===== src/rtl/core_load_store_unit_if.sv =====
// Core/memory bundle for core_load_store_unit.
// Purpose: carries the core request/response handshake and the memory beat
//          signals between the execute stage, the load/store unit and memory.
// Ports (as interface signals):
//   core_valid/core_ready/core_write/core_funct3/core_address/core_writeData : request
//   core_done/core_error/core_readData                                        : response
//   memoryAddress/memoryByteSelect/memoryWriteEnable/memoryReadEnable/
//   memoryDataWrite                                                           : beat out
//   memoryDataRead/memoryBusy                                                 : beat in
// Modports: slave = the load/store unit, master = the core/memory environment.
interface core_load_store_unit_if #(
    parameter int ADDR_WIDTH = 32,
    parameter int DATA_WIDTH = 32
);
    localparam int BYTES = DATA_WIDTH / 8;

    logic                  core_valid;
    logic                  core_ready;
    logic                  core_write;
    logic [2:0]            core_funct3;
    logic [ADDR_WIDTH-1:0] core_address;
    logic [31:0]           core_writeData;
    logic                  core_done;
    logic                  core_error;
    logic [31:0]           core_readData;

    logic [ADDR_WIDTH-1:0] memoryAddress;
    logic [BYTES-1:0]      memoryByteSelect;
    logic                  memoryWriteEnable;
    logic                  memoryReadEnable;
    logic [DATA_WIDTH-1:0] memoryDataWrite;
    logic [DATA_WIDTH-1:0] memoryDataRead;
    logic                  memoryBusy;

    modport slave (
        input  core_valid, core_write, core_funct3, core_address, core_writeData,
        input  memoryDataRead, memoryBusy,
        output core_ready, core_done, core_error, core_readData,
        output memoryAddress, memoryByteSelect, memoryWriteEnable, memoryReadEnable,
        output memoryDataWrite
    );

    modport master (
        output core_valid, core_write, core_funct3, core_address, core_writeData,
        output memoryDataRead, memoryBusy,
        input  core_ready, core_done, core_error, core_readData,
        input  memoryAddress, memoryByteSelect, memoryWriteEnable, memoryReadEnable,
        input  memoryDataWrite
    );
endinterface


===== src/rtl/core_load_store_unit.sv =====
// core_load_store_unit
// Purpose: accepts one load/store at a time from the core, issues one or two
//          byte-lane-correct memory beats (two when a misaligned access crosses
//          a bus word), sign/zero-extends load data and signals completion.
// Ports:
//   clk   : clock, rising edge
//   rst_n : asynchronous active-low reset
//   bus   : core_load_store_unit_if.slave (core request/response + memory beat)
module core_load_store_unit #(
    parameter int ADDR_WIDTH       = 32,
    parameter int DATA_WIDTH       = 32,
    parameter int ALLOW_MISALIGNED = 1
) (
    input  logic                        clk,
    input  logic                        rst_n,
    core_load_store_unit_if.slave       bus
);
    localparam int BYTES = DATA_WIDTH / 8;
    localparam int OFF_W = $clog2(BYTES);
    localparam int WMASK = 2 * BYTES;
    localparam int WDATA = 2 * DATA_WIDTH;

    typedef enum logic [2:0] {IDLE, BEAT0, BEAT1, FINISH, ERR} state_t;

    state_t state, state_next;

    logic                  req_write;
    logic [2:0]            req_funct3;
    logic [OFF_W-1:0]      req_offset;
    logic [ADDR_WIDTH-1:0] req_base;
    logic [WMASK-1:0]      req_mask;
    logic [WDATA-1:0]      req_data;
    logic                  req_split;
    logic [DATA_WIDTH-1:0] beat0_data;
    logic [31:0]           read_data;

    logic                  accept;
    logic                  beat_done;
    logic [OFF_W-1:0]      in_offset;
    logic [3:0]            in_size_mask;
    logic [WMASK-1:0]      in_mask;
    logic [WDATA-1:0]      in_data;
    logic                  in_funct_ok;
    logic                  in_cross;
    logic                  in_error;

    logic [WDATA-1:0]      load_pair;
    logic [31:0]           load_word;
    logic [31:0]           load_ext;

    // Request decode on the live core inputs, registered on acceptance.
    assign accept    = bus.core_valid && bus.core_ready;
    assign in_offset = bus.core_address[OFF_W-1:0];

    always_comb begin
        case (bus.core_funct3[1:0])
            2'b00:   in_size_mask = 4'b0001;
            2'b01:   in_size_mask = 4'b0011;
            default: in_size_mask = 4'b1111;
        endcase
    end

    // Lanes/data over a double-width window: low half is beat 0, high half beat 1.
    assign in_mask  = WMASK'(in_size_mask) << in_offset;
    assign in_data  = WDATA'(bus.core_writeData) << {in_offset, 3'b000};
    assign in_cross = |in_mask[WMASK-1:BYTES];

    always_comb begin
        if (bus.core_write)
            in_funct_ok = (bus.core_funct3 == 3'b000) || (bus.core_funct3 == 3'b001) ||
                          (bus.core_funct3 == 3'b010);
        else
            in_funct_ok = !((bus.core_funct3 == 3'b011) || (bus.core_funct3 == 3'b110) ||
                            (bus.core_funct3 == 3'b111));
    end

    assign in_error  = !in_funct_ok || (in_cross && (ALLOW_MISALIGNED == 0));
    assign req_split = |req_mask[WMASK-1:BYTES];
    assign beat_done = ((state == BEAT0) || (state == BEAT1)) && !bus.memoryBusy;

    always_ff @(posedge clk or negedge rst_n) begin
        if (!rst_n) state <= IDLE;
        else        state <= state_next;
    end

    always_comb begin
        state_next = state;
        case (state)
            IDLE, FINISH, ERR: begin
                if (accept) state_next = in_error ? ERR : BEAT0;
                else        state_next = IDLE;
            end
            BEAT0:   if (beat_done) state_next = req_split ? BEAT1 : FINISH;
            BEAT1:   if (beat_done) state_next = FINISH;
            default: state_next = IDLE;
        endcase
    end

    always_ff @(posedge clk or negedge rst_n) begin
        if (!rst_n) begin
            req_write  <= 1'b0;
            req_funct3 <= '0;
            req_offset <= '0;
            req_base   <= '0;
            req_mask   <= '0;
            req_data   <= '0;
        end else if (accept) begin
            req_write  <= bus.core_write;
            req_funct3 <= bus.core_funct3;
            req_offset <= in_offset;
            req_base   <= {bus.core_address[ADDR_WIDTH-1:OFF_W], {OFF_W{1'b0}}};
            req_mask   <= in_mask;
            req_data   <= in_data;
        end
    end

    // Memory outputs depend only on state and registered request fields,
    // so they stay stable while memoryBusy stalls a beat.
    always_comb begin
        bus.core_ready        = 1'b0;
        bus.core_done         = 1'b0;
        bus.core_error        = 1'b0;
        bus.memoryAddress     = '0;
        bus.memoryByteSelect  = '0;
        bus.memoryWriteEnable = 1'b0;
        bus.memoryReadEnable  = 1'b0;
        bus.memoryDataWrite   = '0;
        case (state)
            IDLE: bus.core_ready = 1'b1;
            FINISH: begin
                bus.core_ready = 1'b1;
                bus.core_done  = 1'b1;
            end
            ERR: begin
                bus.core_ready = 1'b1;
                bus.core_done  = 1'b1;
                bus.core_error = 1'b1;
            end
            BEAT0: begin
                bus.memoryAddress     = req_base;
                bus.memoryByteSelect  = req_mask[BYTES-1:0];
                bus.memoryWriteEnable = req_write;
                bus.memoryReadEnable  = !req_write;
                bus.memoryDataWrite   = req_write ? req_data[DATA_WIDTH-1:0] : '0;
            end
            BEAT1: begin
                bus.memoryAddress     = req_base + ADDR_WIDTH'(BYTES);
                bus.memoryByteSelect  = req_mask[WMASK-1:BYTES];
                bus.memoryWriteEnable = req_write;
                bus.memoryReadEnable  = !req_write;
                bus.memoryDataWrite   = req_write ? req_data[WDATA-1:DATA_WIDTH] : '0;
            end
            default: ;
        endcase
    end

    // Final beat data comes straight off the bus so the result can be
    // registered on the completing edge; beat 0 of a split load is held.
    assign load_pair = (state == BEAT1) ? {bus.memoryDataRead, beat0_data}
                                        : {{DATA_WIDTH{1'b0}}, bus.memoryDataRead};
    assign load_word = 32'(load_pair >> {req_offset, 3'b000});

    always_comb begin
        case (req_funct3)
            3'b000:  load_ext = {{24{load_word[7]}}, load_word[7:0]};
            3'b001:  load_ext = {{16{load_word[15]}}, load_word[15:0]};
            3'b100:  load_ext = {24'h000000, load_word[7:0]};
            3'b101:  load_ext = {16'h0000, load_word[15:0]};
            default: load_ext = load_word;
        endcase
    end

    always_ff @(posedge clk or negedge rst_n) begin
        if (!rst_n) begin
            beat0_data <= '0;
            read_data  <= '0;
        end else begin
            if ((state == BEAT0) && beat_done)
                beat0_data <= bus.memoryDataRead;
            if (!req_write && beat_done && ((state == BEAT1) || !req_split))
                read_data <= load_ext;
        end
    end

    assign bus.core_readData = read_data;
endmodule


===== src/flat_wrapper.sv =====
// flat-port wrapper written by rule: the top's interface ports become plain ports
module core_load_store_unit_flat 
#(
    parameter int ADDR_WIDTH       = 32,
    parameter int DATA_WIDTH       = 32,
    parameter int ALLOW_MISALIGNED = 1
)
  (clk, rst_n, bus_core_valid, bus_core_write, bus_core_funct3, bus_core_address, bus_core_writeData, bus_memoryDataRead, bus_memoryBusy, bus_core_ready, bus_core_done, bus_core_error, bus_core_readData, bus_memoryAddress, bus_memoryByteSelect, bus_memoryWriteEnable, bus_memoryReadEnable, bus_memoryDataWrite);
  core_load_store_unit_if #(.ADDR_WIDTH(ADDR_WIDTH), .DATA_WIDTH(DATA_WIDTH)) bus_i ();
  input  logic clk;
  input  logic rst_n;
  input wire logic [$bits(bus_i.core_valid)-1:0] bus_core_valid;
  input wire logic [$bits(bus_i.core_write)-1:0] bus_core_write;
  input wire logic [$bits(bus_i.core_funct3)-1:0] bus_core_funct3;
  input wire logic [$bits(bus_i.core_address)-1:0] bus_core_address;
  input wire logic [$bits(bus_i.core_writeData)-1:0] bus_core_writeData;
  input wire logic [$bits(bus_i.memoryDataRead)-1:0] bus_memoryDataRead;
  input wire logic [$bits(bus_i.memoryBusy)-1:0] bus_memoryBusy;
  output wire logic [$bits(bus_i.core_ready)-1:0] bus_core_ready;
  output wire logic [$bits(bus_i.core_done)-1:0] bus_core_done;
  output wire logic [$bits(bus_i.core_error)-1:0] bus_core_error;
  output wire logic [$bits(bus_i.core_readData)-1:0] bus_core_readData;
  output wire logic [$bits(bus_i.memoryAddress)-1:0] bus_memoryAddress;
  output wire logic [$bits(bus_i.memoryByteSelect)-1:0] bus_memoryByteSelect;
  output wire logic [$bits(bus_i.memoryWriteEnable)-1:0] bus_memoryWriteEnable;
  output wire logic [$bits(bus_i.memoryReadEnable)-1:0] bus_memoryReadEnable;
  output wire logic [$bits(bus_i.memoryDataWrite)-1:0] bus_memoryDataWrite;
  assign bus_i.core_valid = bus_core_valid;
  assign bus_i.core_write = bus_core_write;
  assign bus_i.core_funct3 = bus_core_funct3;
  assign bus_i.core_address = bus_core_address;
  assign bus_i.core_writeData = bus_core_writeData;
  assign bus_i.memoryDataRead = bus_memoryDataRead;
  assign bus_i.memoryBusy = bus_memoryBusy;
  assign bus_core_ready = bus_i.core_ready;
  assign bus_core_done = bus_i.core_done;
  assign bus_core_error = bus_i.core_error;
  assign bus_core_readData = bus_i.core_readData;
  assign bus_memoryAddress = bus_i.memoryAddress;
  assign bus_memoryByteSelect = bus_i.memoryByteSelect;
  assign bus_memoryWriteEnable = bus_i.memoryWriteEnable;
  assign bus_memoryReadEnable = bus_i.memoryReadEnable;
  assign bus_memoryDataWrite = bus_i.memoryDataWrite;
  core_load_store_unit #(.ADDR_WIDTH(ADDR_WIDTH), .DATA_WIDTH(DATA_WIDTH), .ALLOW_MISALIGNED(ALLOW_MISALIGNED)) u_core (.clk(clk), .rst_n(rst_n), .bus(bus_i));
endmodule

===== config.mk =====
export PLATFORM = sky130hd
export DESIGN_NAME = core_load_store_unit_flat
export DESIGN_NICKNAME = d
export VERILOG_FILES = /design/src/rtl/core_load_store_unit_if.sv /design/src/rtl/core_load_store_unit.sv /design/src/flat_wrapper.sv
export SDC_FILE = /design/constraint.sdc
export NUM_CORES = 1
export LEC_CHECK = 0
export CAP_MARGIN = 20
export CORE_ASPECT_RATIO = 2
export CORE_MARGIN = 3
export CORE_UTILIZATION = 40
export DETAILED_ROUTE_END_ITERATION = 12
export PLACE_DENSITY_LB_ADDON = 0.05
export REMOVE_ABC_BUFFERS = 1
export SYNTH_ARGS = -nofsm -noshare
export SYNTH_HDL_FRONTEND = slang
export SYNTH_SLANG_ARGS = --single-unit

===== constraint.sdc =====
create_clock -name clk -period 2.65 [get_ports clk]
set_input_delay 0.53 -clock clk [delete_from_list [all_inputs] [get_ports clk]]
set_output_delay 0.53 -clock clk [all_outputs]
set_load 0.02 [all_outputs]

==> summary.md <==
| Metric | Value |
|---|---|
| Status | finished, violations left |
| Failing checks | setup timing |
| H-tree depth | 4 |
| Layout Cells excl Fill | 1,506 |
| Drt total wl | 30.24 mm |
| Gpl congestion | just over 0.8 |
| GRT Total Usage | 0.2331 |
| Port Buffers | 206 |
| Hold-fix buffers, CTS | 0 |
| I/O Pins | 209 |
| Period minus WS final | 2.989 ns |
| Final setup TNS | -1.544 ns |
| Post-layout net count | 1,315 |
| Fmax | 334.5 MHz |
| Initial antenna violation count | 1 |
| Slowest cell on the critical path | or4_4 |
| Top_reg_cell synth | dfrtp_1 |
| RSZ-0062 raised after global routing | true |
| Final period util | 1.128 |
| TritonCTS Sinks | 166 |
| Critical path launch point | u_core.req_base[18]$_DFFE_PN0P_ |
| Worst reg2reg path startpoint | u_core.state[2]$_DFFE_PN0P_ |
| Die area | 0.02583 sq mm |
| Max incr delay on CP | around 0.46 ns |
| Initial DRC count | 593 |
| Post-DP HPWL | 21.17 mm |
| Mean Syn Cell Area | about 10 sq um |
| Total congestion overflow | 0 |
| Final worst slack | -0.3391 ns |
| Hold WS | 0.04041 ns |
| Reg clk slew, reported paths | 0.06 ns |
| Via/cell ratio | 5.624 |
| Num CTS Buffers | 17 |
| Critical Path Most Common Cell | or4_4 |
| Die X-Extent | approximately 120 um |
| CTS max path bufs | 2 |
| Global-route wire length before repair | 46.71 mm |
| Worst-Skew Late Latency | approximately 0.44 ns |
| Cell Chain, Critical Path | and4_1 -> or3b_4 -> or4_4 -> or4_4 -> nand3_2 -> buf_6 |
| Total Power | approximately 16 mW |
| FFs w/ async S/R, synth | 1.000 |
| Antenna viol nets, final | 0 |
| Highest-count cells in the layout ignoring fill and taps | dfrtp_1 (164), clkdlybuf4s50_1 (134), nand2_1 (107), mux2_2 (106), buf_4 (106) |
| Largest net degree at the start of global routing | 157 |
| Synthesized area | 0.009532 sq mm |
| Worst Setup End Kind | output pin |
| DRT Pass-1 Iters | 5 |
| Post-synth EDFFs | 0 |
| Seq cells post-synth | 166 |
| Cells after synthesis | 951 |
| Vias in the first global route | roughly 8,500 |
| Starting Density | 0.4086 |
| CP Data Required Time | roughly 2.1 ns |
| Slew @ Worst Pin | 0.8541 ns |
| Synth cell types | 55 |
| Commonest non-fill, non-tap cell in the layout | dfrtp_1 |
| Fin. Hold Viols | 0 |
| Share of layout cells above drive strength 1 | 0.3110 |
| Kind of critical path | register to output pin |
| Die height | around 220 um |
| Seq/Total Area, Yosys | 0.4358 |
| Root Driver | clkbuf_16 |
| Row cnt | 79 |
| PwrDens | 1179 mW/mm^2 |
| Static leakage | 5.813 nW |
| Max Cap Violations | 0 |
| CTS tree | yes |
| Clock skew | between 0.007 and 0.008 ns |
| Worst Setup Start Kind | register |
| Final Setup Violations | 11 |
| DRC | 0 |
| Cells after DPL | roughly 1,500 |
| Min-Delay Path Class | input port to async pin |
| Top delay family on crit path | simple AND/OR/NAND/NOR gates |
| Max-slew violations | 0 |
| Vias | ~8,500 |
| DR WL/cell | 20.08 um |
| Core Region | roughly 0.023 sq mm |
| Area delta synth->final | 41.68% |
| Bufs and invs on worst path | 1 |
| Yosys warns | 0 |
| Layout filler cell count | 2,103 |
| Max IR drop VDD | around 0.61 mV |
| Crit path DAT | 2.46 ns |
| Crit-path max FO | 4 |
| Slew headroom | 0.4285 |
[report_power, final]
group          internal (mW)  switching (mW)
clock network           1.42            1.02
logic                   4.36            4.53
registers               3.77           0.818
total                   9.55            6.37
[synthesized netlist by cell type (2+ instances only)]
| library cell | instances | share of area |
|---|---|---|
| nor2_1 | 51 | 0.020 |
| mux4_2 | 18 | 0.043 |
| buf_2 | 14 | 0.0074 |
| a22o_1 | 30 | 0.028 |
| mux2i_1 | 50 | 0.053 |
| o22a_1 | 8 | 0.0074 |
| nand2b_1 | 4 | 0.0026 |
| clkbuf_2 | 2 | 0.0011 |
| nand2_1 | 108 | 0.043 |
| and2_1 | 4 | 0.0026 |
| nor3_1 | 4 | 0.0021 |
| a21o_1 | 3 | 0.0024 |
| a22oi_1 | 23 | 0.018 |
| a21boi_0 | 3 | 0.0024 |
| or3_1 | 4 | 0.0026 |
| buf_1 | 7 | 0.0028 |
| nand4_1 | 13 | 0.0085 |
| nand3_1 | 21 | 0.011 |
| a31oi_1 | 8 | 0.0053 |
| mux2_2 | 106 | 0.13 |
| inv_1 | 7 | 0.0028 |
| xnor2_1 | 3 | 0.0028 |
| and4_1 | 5 | 0.0046 |
| dfrtp_1 | 166 | 0.44 |
| o31ai_1 | 12 | 0.0095 |
| o22ai_1 | 3 | 0.0020 |
| buf_4 | 5 | 0.0039 |
| xor2_1 | 3 | 0.0028 |
| clkbuf_1 | 59 | 0.023 |
| o211ai_1 | 5 | 0.0039 |
| nor3b_1 | 8 | 0.0063 |
| a21oi_1 | 45 | 0.024 |
| a211oi_1 | 7 | 0.0055 |
| and3_1 | 15 | 0.0098 |
| and3_2 | 2 | 0.0016 |
| o21ai_0 | 101 | 0.053 |
| or2_2 | 3 | 0.0020 |
| nor2b_1 | 4 | 0.0026 |
[worst register-to-register path: cells and delay by family (launching register included)]
kind | cells | cell delay (ns)
buffers and inverters | 4 | 0.57
AND/OR/NAND/NOR | 3 | 0.97
AO/OA/AOI/OAI | 1 | 0.16
flip-flops | 1 | 0.40
multiplexers | 1 | 0.36
[per-stage QoR]
step	setup slack, ns	util	instance area [sq um]
floorplan	-4.818	-	9170
global placement	-0.5277	0.5340	12460
CTS	-0.3711	0.5650	13180
detailed placement	-0.5574	0.5340	12460
global route	-0.4384	0.5789	13500
finish	-0.3391	0.5789	13500
[kinds of logic (layout without fill, tap and decap cells)]
group                      after synthesis  in the layout  synth area share
xor gates and xnor gates                 6              6          0.005514
muxes                                  174            174            0.2203
buffers and inverters                   95            365           0.04148
DFF                                    166            166            0.4358
AOI/OAI and AO/OA                      250            250            0.1643
other                                    1              3         0.0003934
adders and majority gates                1              1          0.001312
and+or+nand+nor                        258            258            0.1309
[what timing repair did]
action                                  4_1_cts  5_1_grt
cloned                                        2        2
pin swaps                                    28       20
gates resized for setup                     333       89
setup buffers                                13       10
endpoints found under the setup margin       68       69
[metal layers]
metal  vias to the layer above  GRT usage  share of wire
met5                         -          0              0
met4                         0    0.08112          0.028
met3                        43    0.04739          0.041
met2                       216     0.4328           0.56
met1                      4215     0.2577           0.37
li1                       3995          -              -
[flip-flops by register name (all words and copies together), names as in the netlist]
| signal | count |
|---|---|
| u_core.req_data | 56 |
| u_core.beat0_data | 32 |
| u_core.bus.core_readData | 32 |
| u_core.req_base | 30 |
| u_core.req_mask | 7 |
| u_core.req_funct3 | 3 |
| u_core.state | 3 |
| u_core.req_offset | 2 |
| u_core.req_write | 1 |
[layout make-up]
class                           instances  area, sq um  share of cell area
Multi-Input combinational cell        691         5215              0.3862
Inverter                                8        30.03            0.002224
Clock inverter                         10        106.4            0.007875
Sequential cell                       166         4156              0.3078
Tap cell                              283        354.1             0.02622
Clock buffer                           21        460.4             0.03410
Timing Repair Buffer                  326         3179              0.2354
Antenna cell                            1        2.502           0.0001853
[path summary, 6_finish.rpt]
check                           slack [ns]                                       end  depth (start not counted)
worst max-delay path                 -0.34                     bus_memoryAddress[31]                          6
worst min-delay path                  0.04   u_core.bus.core_readData[2]$_DFFE_PN0P_                          1
worst max register to register        0.12  u_core.bus.core_readData[27]$_DFFE_PN0P_                          9
worst min register to register        0.48           u_core.req_data[10]$_DFFE_PN0P_                          2
max in group asynchronous             1.93          u_core.req_offset[1]$_DFFE_PN0P_                          2
min in group clk                      0.48           u_core.req_data[10]$_DFFE_PN0P_                          2
(Power assumes the default switching activity.)
